===== src/rtl/audio_pkg.sv =====
// Shared types and helpers for the audio output path.
package audio_pkg;

    localparam int unsigned SAMPLE_W_DEF = 16;

    typedef struct packed {
        logic [15:0] l;
        logic [15:0] r;
    } stereo_t;

    typedef enum logic {PRIME, RUN} buf_state_t;

    function automatic logic [15:0] sat_inc16(input logic [15:0] v);
        return (v == 16'hFFFF) ? v : v + 16'd1;
    endfunction

endpackage


===== src/rtl/sync_fifo.sv =====
// Single-clock FIFO with explicit occupancy tracking; no bypass from push to pop.
module sync_fifo #(
    parameter int unsigned WIDTH = 32,
    parameter int unsigned DEPTH = 8
) (
    input  logic                       input_clk,
    input  logic                       reset,
    input  logic                       push,
    input  logic [WIDTH-1:0]           push_data,
    input  logic                       pop,
    output logic [WIDTH-1:0]           pop_data,
    output logic                       full,
    output logic                       empty,
    output logic [$clog2(DEPTH):0]     level
);

    localparam int unsigned PTR_W = $clog2(DEPTH);
    localparam int unsigned LVL_W = PTR_W + 1;

    logic [WIDTH-1:0] mem [DEPTH];
    logic [PTR_W-1:0] wr_ptr_q;
    logic [PTR_W-1:0] rd_ptr_q;
    logic [LVL_W-1:0] level_q;
    logic             do_push;
    logic             do_pop;

    assign full     = (level_q == LVL_W'(DEPTH));
    assign empty    = (level_q == '0);
    assign level    = level_q;
    assign do_push  = push && !full;
    assign do_pop   = pop && !empty;
    assign pop_data = mem[rd_ptr_q];

    always_ff @(posedge input_clk) begin
        if (reset) begin
            wr_ptr_q <= '0;
            rd_ptr_q <= '0;
            level_q  <= '0;
        end else begin
            if (do_push) wr_ptr_q <= wr_ptr_q + 1'b1;
            if (do_pop)  rd_ptr_q <= rd_ptr_q + 1'b1;
            if (do_push && !do_pop) begin
                level_q <= level_q + 1'b1;
            end else if (!do_push && do_pop) begin
                level_q <= level_q - 1'b1;
            end
        end
    end

    // Storage is not reset; occupancy alone decides what is valid.
    always_ff @(posedge input_clk) begin
        if (do_push) mem[wr_ptr_q] <= push_data;
    end

endmodule


===== src/rtl/i2s_sample_buffer.sv =====
// Stereo sample buffer feeding the I2S serializer: FIFO plus a priming FSM that
// keeps output silent until enough pairs are queued and handles underruns.
module i2s_sample_buffer
    import audio_pkg::*;
#(
    parameter int unsigned SAMPLE_W     = SAMPLE_W_DEF,
    parameter int unsigned DEPTH        = 8,
    parameter int unsigned PRIME_LEVEL  = 4,
    parameter int unsigned UNDERRUN_REP = 0
) (
    input  logic                       input_clk,
    input  logic                       reset,
    input  logic [SAMPLE_W-1:0]        in_left,
    input  logic [SAMPLE_W-1:0]        in_right,
    input  logic                       in_valid,
    output logic                       in_ready,
    input  logic                       frame_req,
    output logic [SAMPLE_W-1:0]        out_left,
    output logic [SAMPLE_W-1:0]        out_right,
    output logic                       out_update,
    output logic [$clog2(DEPTH):0]     level,
    output logic                       underrun,
    output logic [15:0]                underrun_cnt,
    input  logic                       clear_status
);

    localparam int unsigned LVL_W = $clog2(DEPTH) + 1;
    localparam int unsigned PAIR_W = 2 * SAMPLE_W;

    buf_state_t        state_q;
    buf_state_t        state_d;
    logic              full;
    logic              empty;
    logic              pop_en;
    logic              underrun_ev;
    logic [PAIR_W-1:0] fifo_data;
    logic [PAIR_W-1:0] out_q;
    logic [PAIR_W-1:0] last_q;
    logic              out_update_q;
    logic              underrun_q;
    logic [15:0]       underrun_cnt_q;

    assign in_ready = !full && !reset;

    sync_fifo #(
        .WIDTH (PAIR_W),
        .DEPTH (DEPTH)
    ) u_fifo (
        .input_clk (input_clk),
        .reset     (reset),
        .push      (in_valid && in_ready),
        .push_data ({in_left, in_right}),
        .pop       (pop_en),
        .pop_data  (fifo_data),
        .full      (full),
        .empty     (empty),
        .level     (level)
    );

    always_ff @(posedge input_clk) begin
        if (reset) state_q <= PRIME;
        else       state_q <= state_d;
    end

    // A frame_req arriving on the PRIME->RUN edge is still served as PRIME.
    always_comb begin
        state_d = state_q;
        unique case (state_q)
            PRIME: if (level >= LVL_W'(PRIME_LEVEL)) state_d = RUN;
            RUN:   if (frame_req && empty)           state_d = PRIME;
            default: state_d = PRIME;
        endcase
    end

    always_comb begin
        pop_en      = 1'b0;
        underrun_ev = 1'b0;
        if (state_q == RUN && frame_req) begin
            pop_en      = !empty;
            underrun_ev = empty;
        end
    end

    always_ff @(posedge input_clk) begin
        if (reset) begin
            out_q        <= '0;
            last_q       <= '0;
            out_update_q <= 1'b0;
        end else begin
            out_update_q <= frame_req;
            if (frame_req) begin
                if (pop_en)                                out_q <= fifo_data;
                else if (underrun_ev && UNDERRUN_REP != 0) out_q <= last_q;
                else                                       out_q <= '0;
            end
            if (pop_en) last_q <= fifo_data;
        end
    end

    // An underrun in the same cycle as clear_status wins and restarts the count at one.
    always_ff @(posedge input_clk) begin
        if (reset) begin
            underrun_q     <= 1'b0;
            underrun_cnt_q <= '0;
        end else if (underrun_ev) begin
            underrun_q     <= 1'b1;
            underrun_cnt_q <= clear_status ? 16'd1 : sat_inc16(underrun_cnt_q);
        end else if (clear_status) begin
            underrun_q     <= 1'b0;
            underrun_cnt_q <= '0;
        end
    end

    assign out_left     = out_q[PAIR_W-1:SAMPLE_W];
    assign out_right    = out_q[SAMPLE_W-1:0];
    assign out_update   = out_update_q;
    assign underrun     = underrun_q;
    assign underrun_cnt = underrun_cnt_q;

endmodule


===== config.mk =====
export PLATFORM = sky130hd
export DESIGN_NAME = i2s_sample_buffer
export DESIGN_NICKNAME = d
export VERILOG_FILES = /design/src/rtl/audio_pkg.sv /design/src/rtl/sync_fifo.sv /design/src/rtl/i2s_sample_buffer.sv
export SDC_FILE = /design/constraint.sdc
export NUM_CORES = 1
export LEC_CHECK = 0
export CAP_MARGIN = 30
export CORE_ASPECT_RATIO = 2
export CORE_MARGIN = 1
export CORE_UTILIZATION = 58
export DETAILED_ROUTE_END_ITERATION = 10
export HOLD_SLACK_MARGIN = 0.05
export PLACE_DENSITY = 0.88
export SYNTH_ARGS = -nofsm -noshare
export SYNTH_HDL_FRONTEND = slang
export SYNTH_HIERARCHICAL = 1
export SYNTH_SLANG_ARGS = --single-unit

===== constraint.sdc =====
create_clock -name input_clk -period 5.3 [get_ports input_clk]
set_clock_uncertainty 0.2 [all_clocks]
set_input_delay 0.53 -clock input_clk [delete_from_list [all_inputs] [get_ports input_clk]]
set_output_delay 0.53 -clock input_clk [all_outputs]
set_load 0.02 [all_outputs]

After elaboration in Yosys (flattened, before gate mapping). Memories as Yosys holds them, arrays and structs flattened. A register that Yosys moved wholly into a read port is not among the register bits. Cells that the tools add are included.

Input port bits: 37. Output and inout bits: 55. Register bits: 61. Word-level logic and storage cells: 54. Memories kept: 1. Memory bits (writable): 256.

Eq/ne operators: 3. Add/sub/neg operators: 5. Bitwise logic cells: 1. $lt $le $gt $ge: 1. Reductions and logical operators: 17. Mux-type cells: 18.

Memories: u_fifo.mem (depth 8, width 32, rd ports 1, clocked after Yosys merged registers in 1, wr ports 1, RTL line sync_fifo.sv:20) `logic [WIDTH-1:0] mem [DEPTH];`.

Operators by type and width (number): 16-bit two-way mux (4); 32-bit two-way mux (1); 16-bit by 1-bit adder with 16-bit output, second input constant (1); 16-bit == test, second input constant (1); 1-bit logical AND (8); 1-bit two-way mux (8); 4-bit two-way mux (2); 3-bit by 1-bit adder with 3-bit output, second input constant (2); 3-bit two-way mux (2); 1-bit logical NOT (5); 4-bit by 1-bit adder with 4-bit output, second input constant (1); 4-bit == test, second input constant (1); 4-bit by 3-bit greater-or-equal comparator with 1-bit output, second input constant (1); 4-bit logical NOT (1); 2-bit nonzero test (2); 4-bit by 1-bit subtractor with 4-bit output, second input constant (1); 2-bit inequality test, second input constant (1); 1-bit one-hot mux with 2 select lines (1); 2-bit AND reduction (1); 1-bit inverter (1).

Longest topological paths before layout.
Word-level depth: 9. Mapped depth: 13. Depth with buffers taken out: 13.

Modules after synthesis. The synthesis kept the hierarchy.

By module, submodules not included: sync_fifo (sequential area each 7947.6 um^2, cells an instance 443, instances 1, area each 10428.8 um^2); i2s_sample_buffer (sequential area each 1021.0 um^2, cells an instance 261, instances 1, area each 2157.1 um^2).

Worst setup path before layout. No wires, ideal clock.

Path kind: input to register. Start: in u_fifo.level[0]. End: mem u_fifo.mem[0][0] (enable). Library setup time: 0.501 ns. Required time: 4.599 ns. Path buffers: 0. Path slack: 0.077 ns. Stages: 7. Data arrival time: 4.521 ns. Cells stage by stage: dfxtp_1 > or4b_4 > inv_1 > nor2_1 > and2_1 > nand2_2 > nor4_1.

Word-level cells in the longest chain between the ends: 7.

RTL lines: start: declaration (RTL line sync_fifo.sv:14) `output logic [$clog2(DEPTH):0] level`; 4-bit == test (RTL line sync_fifo.sv:27) `assign full = (level_q == LVL_W'(DEPTH));`; named net full (RTL line i2s_sample_buffer.sv:32) `logic full;`; 1-bit logical NOT (RTL line i2s_sample_buffer.sv:43) `assign in_ready = !full && !reset;`; 1-bit logical AND (RTL line i2s_sample_buffer.sv:43); named net in_ready (RTL line i2s_sample_buffer.sv:16) `output logic in_ready,`; 1-bit logical AND (RTL line i2s_sample_buffer.sv:51) `.push (in_valid && in_ready),`; 1-bit logical AND (RTL line sync_fifo.sv:30) `assign do_push = push && !full;`; 1-bit two-way mux (RTL line sync_fifo.sv:52) `if (do_push) mem[wr_ptr_q] <= push_data;`; 1-bit two-way mux (implied by the code) (RTL line sync_fifo.sv:52); end: declaration (RTL line sync_fifo.sv:20).

The timed path passes the listed nets, and every way through them passes these cells.

Worst setup path in the final report.
Start: in u_fifo.level[1]. End: reg u_fifo.level_q[3] (netlist: u_fifo/level[3]).

Word-level cells in the longest chain between the ends: 8. Elaborated cells between the ends (all ways): 18. Classes of those cells: add/sub (2); eq/ne (1); mux (3); reduce/logical (12).

RTL lines: 4-bit == test (*) (RTL line sync_fifo.sv:27); named net full (RTL line i2s_sample_buffer.sv:32); 1-bit logical NOT (*) (RTL line sync_fifo.sv:30, i2s_sample_buffer.sv:43); 1-bit logical AND (RTL line i2s_sample_buffer.sv:43); 1-bit logical AND (RTL line i2s_sample_buffer.sv:51); 1-bit logical AND (*) (RTL line sync_fifo.sv:30); named net u_fifo.do_push (RTL line sync_fifo.sv:24) `logic do_push;`; 1-bit logical NOT (RTL line sync_fifo.sv:44) `end else if (!do_push && do_pop) begin`; 1-bit logical AND (RTL line sync_fifo.sv:44); 2-bit nonzero test (no line); end signal: assignment (RTL line sync_fifo.sv:43) `level_q <= level_q + 1'b1;`; end signal: assignment (RTL line sync_fifo.sv:45) `level_q <= level_q - 1'b1;`; end: declaration (RTL line sync_fifo.sv:23) `logic [LVL_W-1:0] level_q;`.

The timed path passes the listed nets; every way through them passes the cells marked *. The select of a mux whose other input is x is not followed. A chain may end at the register's enable or synchronous reset.

==> impl_metrics.py <==
metrics = {
    "placed_design": {
        "port_buffers": 91,
        "place.gp.congestion": 0.9707,
        "place_inst": 1043,
        "hpwlAfterDp_um": 15040,
    },
    "min_path": {
        "hold_depth": 2,
        "hold_path.class": "reg2reg",
    },
    "route": {
        "viasPerCell": 6.199,
        "drt-initial-drc-count": 577,
        "firstDrtPassIters": 7,
        "drc": 0,
        "wl_per_cell_um": 24.16,
        "drt_wl_total_um": 26410,
        "ant_nets": 0,
        "num_vias": 6775,
    },
    "global_route": {
        "antenna_found_initial": 1,
        "grt_pass1_wl_um": 40050,
        "grt_use_total_pct": 24.41,
        "grt_max_degree": 55,
        "grt.overflow.total": 0,
        "grt_pass1_vias": 7169,
    },
    "final_layout": {
        "finalNonFillerCells": 1093,
        "layout_commonest_cell": "edfxtp_1",
        "multi_input_area_um2": 3456,
        "drive_above_1_share_pct": 16.04,
        "fillers": 1301,
        "final_nets": 847,
        "layout_common_cells": "edfxtp_1, clkdlybuf4s50_1, dfxtp_1, nor2_1, a21oi_1",
        "fin_util_pct": 69.30,
        "syn2layout_area_growth_pct": 16.25,
        "regArea_um2": 8975,
    },
    "clock_tree": {
        "path_clk_slew_ps": 70,
        "htree_levels": 1,
        "cts_num_sinks": 320,
        "cts_setup_buffers": 0,
        "clk_latency_ps": 550,
        "cts-root-buf": "clkbuf_16",
        "cts_tree": "yes",
        "cts_buffers": 26,
        "cts_hold_buf": 0,
        "cts_resized": 0,
        "clockBufferDepth": 3,
    },
    "setup_path": {
        "crit_path_end_kind": "flip-flop",
        "crit_arrival_ps": 3650,
        "cp_data_required_time_ps": 5540,
        "reg2regPathDepth": 13,
        "startpoint_type": "flip-flop",
        "path_max_fanout": 7,
        "critical_path_class": "reg2reg",
    },
    "sta": {
        "rsz0062_at_grt": "false",
        "fmax_ghz": 0.2934,
        "setup_viol": 0,
        "slew_headroom_pct": 34.12,
        "hold_violations": 0,
        "holdWs_ps": 294.7,
        "worstMarginPinSlew_ps": 988.2,
        "period_minus_slack_ps": 3408,
        "fin_tns_setup_ps": 0,
        "slew_violations": 0,
        "finalCritPeriodShare_pct": 64.30,
    },
    "power_and_ir_drop": {
        "p_sw_w": 0.001207,
        "swShare_pct": 23.09,
        "peakVddDrop_mv": 0.3033,
        "power.density_nw_per_um2": 357.4,
        "intPower_w": 0.004022,
        "p_leak_nw": 4.653,
        "p_seq_share_pct": 55.0,
        "clkPwrFrac_pct": 34.9,
        "pwr-share-comb_pct": 10.0,
    },
    "floorplanning": {
        "die_x_um": 106.2,
        "rows": 75,
        "initial_core_util_pct": 59.61,
        "coreArea_um2": 21110,
        "die-area_um2": 22330,
        "io_pins": 92,
        "dieHeight_um": 210.3,
    },
    "synthesis": {
        "yosys_warnings": 6,
        "synth.area.top_cells": "edfxtp_1, dfxtp_1, mux4_1",
        "ys_types": 47,
        "synth_seq_cells": 320,
        "yosysTopAreaCell": "edfxtp_1",
        "yosys.area.top_type_share_pct": 61.08,
        "syn_area_um2": 12590,
        "syn_avg_cell_area_um2": 17.88,
        "syn-num-nets": 748,
        "synth_cells": 704,
        "synth-seq-area-share_pct": 71.26,
    },
    "run": {
        "cap_violations": 0,
    },
    "outcome": {
        "run_status": "completed",
    },
}
-- cells in the mapped netlist, drive strengths merged --
master / instances
ha: 6
edfxtp: 256
nor4: 7
nand2: 11
xor2: 3
or4b: 1
or2: 2
o21ai: 5
o41ai: 2
or4: 7
and2: 1
a41oi: 1
a311oi: 1
nor2b: 34
fa: 1
nand4b: 1
o311a: 1
nor3: 15
buf: 15
a211oi: 1
o31ai: 3
and3: 1
mux2i: 2
o2111ai: 1
o21a: 2
dfxtp: 64
o22ai: 1
nand3: 9
mux4: 64
inv: 8
mux2: 35
nand2b: 2
or3: 1
clkbuf: 19
a21oi: 49
nor2: 60
xnor2: 5
a31oi: 2
nand4: 5
-- worst max-delay path, stage by stage (launching register included) --
cell and delay, ps:
dfxtp_1 410, or4b_4 610, inv_1 70, nor2_1 50
and2_1 170, nand2_2 150, inv_1 120, ha_1 220
inv_1 140, ha_1 290, a21oi_1 240, a211oi_1 120
a31oi_1 170, mux2_2 350
-- final timing paths --
path / slack, ps / end / from
worst max register to register: 1890 / u_fifo/level[3]$_SDFFE_PP0P_ / u_fifo/level[1]$_SDFFE_PP0P_
worst min-delay path: 290 / underrun$_SDFFE_PP0P_ / underrun$_SDFFE_PP0P_
worst min register to register: 290 / underrun$_SDFFE_PP0P_ / underrun$_SDFFE_PP0P_
worst max-delay path: 1890 / u_fifo/level[3]$_SDFFE_PP0P_ / u_fifo/level[1]$_SDFFE_PP0P_
-- registers in the layout, summed over array words and instances, names as in the netlist, 3 cells and up, named ones only --
name	count
u_fifo/mem	256
u_fifo/rd_ptr_q	3
u_fifo/wr_ptr_q	3
u_fifo/level	4
underrun_cnt	16
out_q	32
-- power groups by stage --
stage	sequential [W]	clock (W)	combinational, W
after global routing	0.00289	0.00194	0.000565
after floorplan	0.00293	0	0.000306
after global placement	0.00292	0	0.000494
after detailed placement	0.00293	0	0.000514
after CTS	0.00288	0.00186	0.000522
final	0.00288	0.00183	0.000525
-- metrics by stage --
| step | total power, W | cell area, µm² | worst slack, ps |
|---|---|---|---|
| finish | 0.005229 | 14630 | 1892 |
| global route | 0.005395 | 14630 | 1747 |
| CTS | 0.005262 | 14620 | 1615 |
| detailed placement | 0.003444 | 13830 | 1527 |
| global placement | 0.003415 | 13770 | 1670 |
| floorplan | 0.003241 | 12590 | 77.28 |
-- routing by layer --
metal | routed length, µm | track usage [%] | vias to the layer above | part of all wire (%)
met3 | 1418 | 3.154 | 92 | 5.4
li1 | - | - | 3000 | -
met4 | 1302 | 14.22 | 0 | 4.9
met2 | 14180 | 43.26 | 283 | 54
met1 | 9510 | 28.07 | 3400 | 36
met5 | 0 | 0 | - | 0
-- cells by family (layout without fill, tap and decap cells) --
family,count (synthesis),after routing,synth area share (%)
DFF,320,320,71.26
muxes,101,101,15.94
other,0,1,0
and+or+nand+nor,157,157,6.531
AOI/OAI and AO/OA,69,69,3.231
buffers and inverters,42,161,1.730
adders and majority gates,7,7,0.7555
xor gates and xnor gates,8,8,0.5567
-- area by class of cell --
class	count	area share [%]
multi-input combinational	342	23.62
clock inverter	6	0.2651
timing repair buffer	105	7.115
clock buffer	42	5.139
sequential	320	61.34
antenna	1	0.01710
tap	269	2.300
inverter	8	0.2052
(Power assumes the default switching activity.)
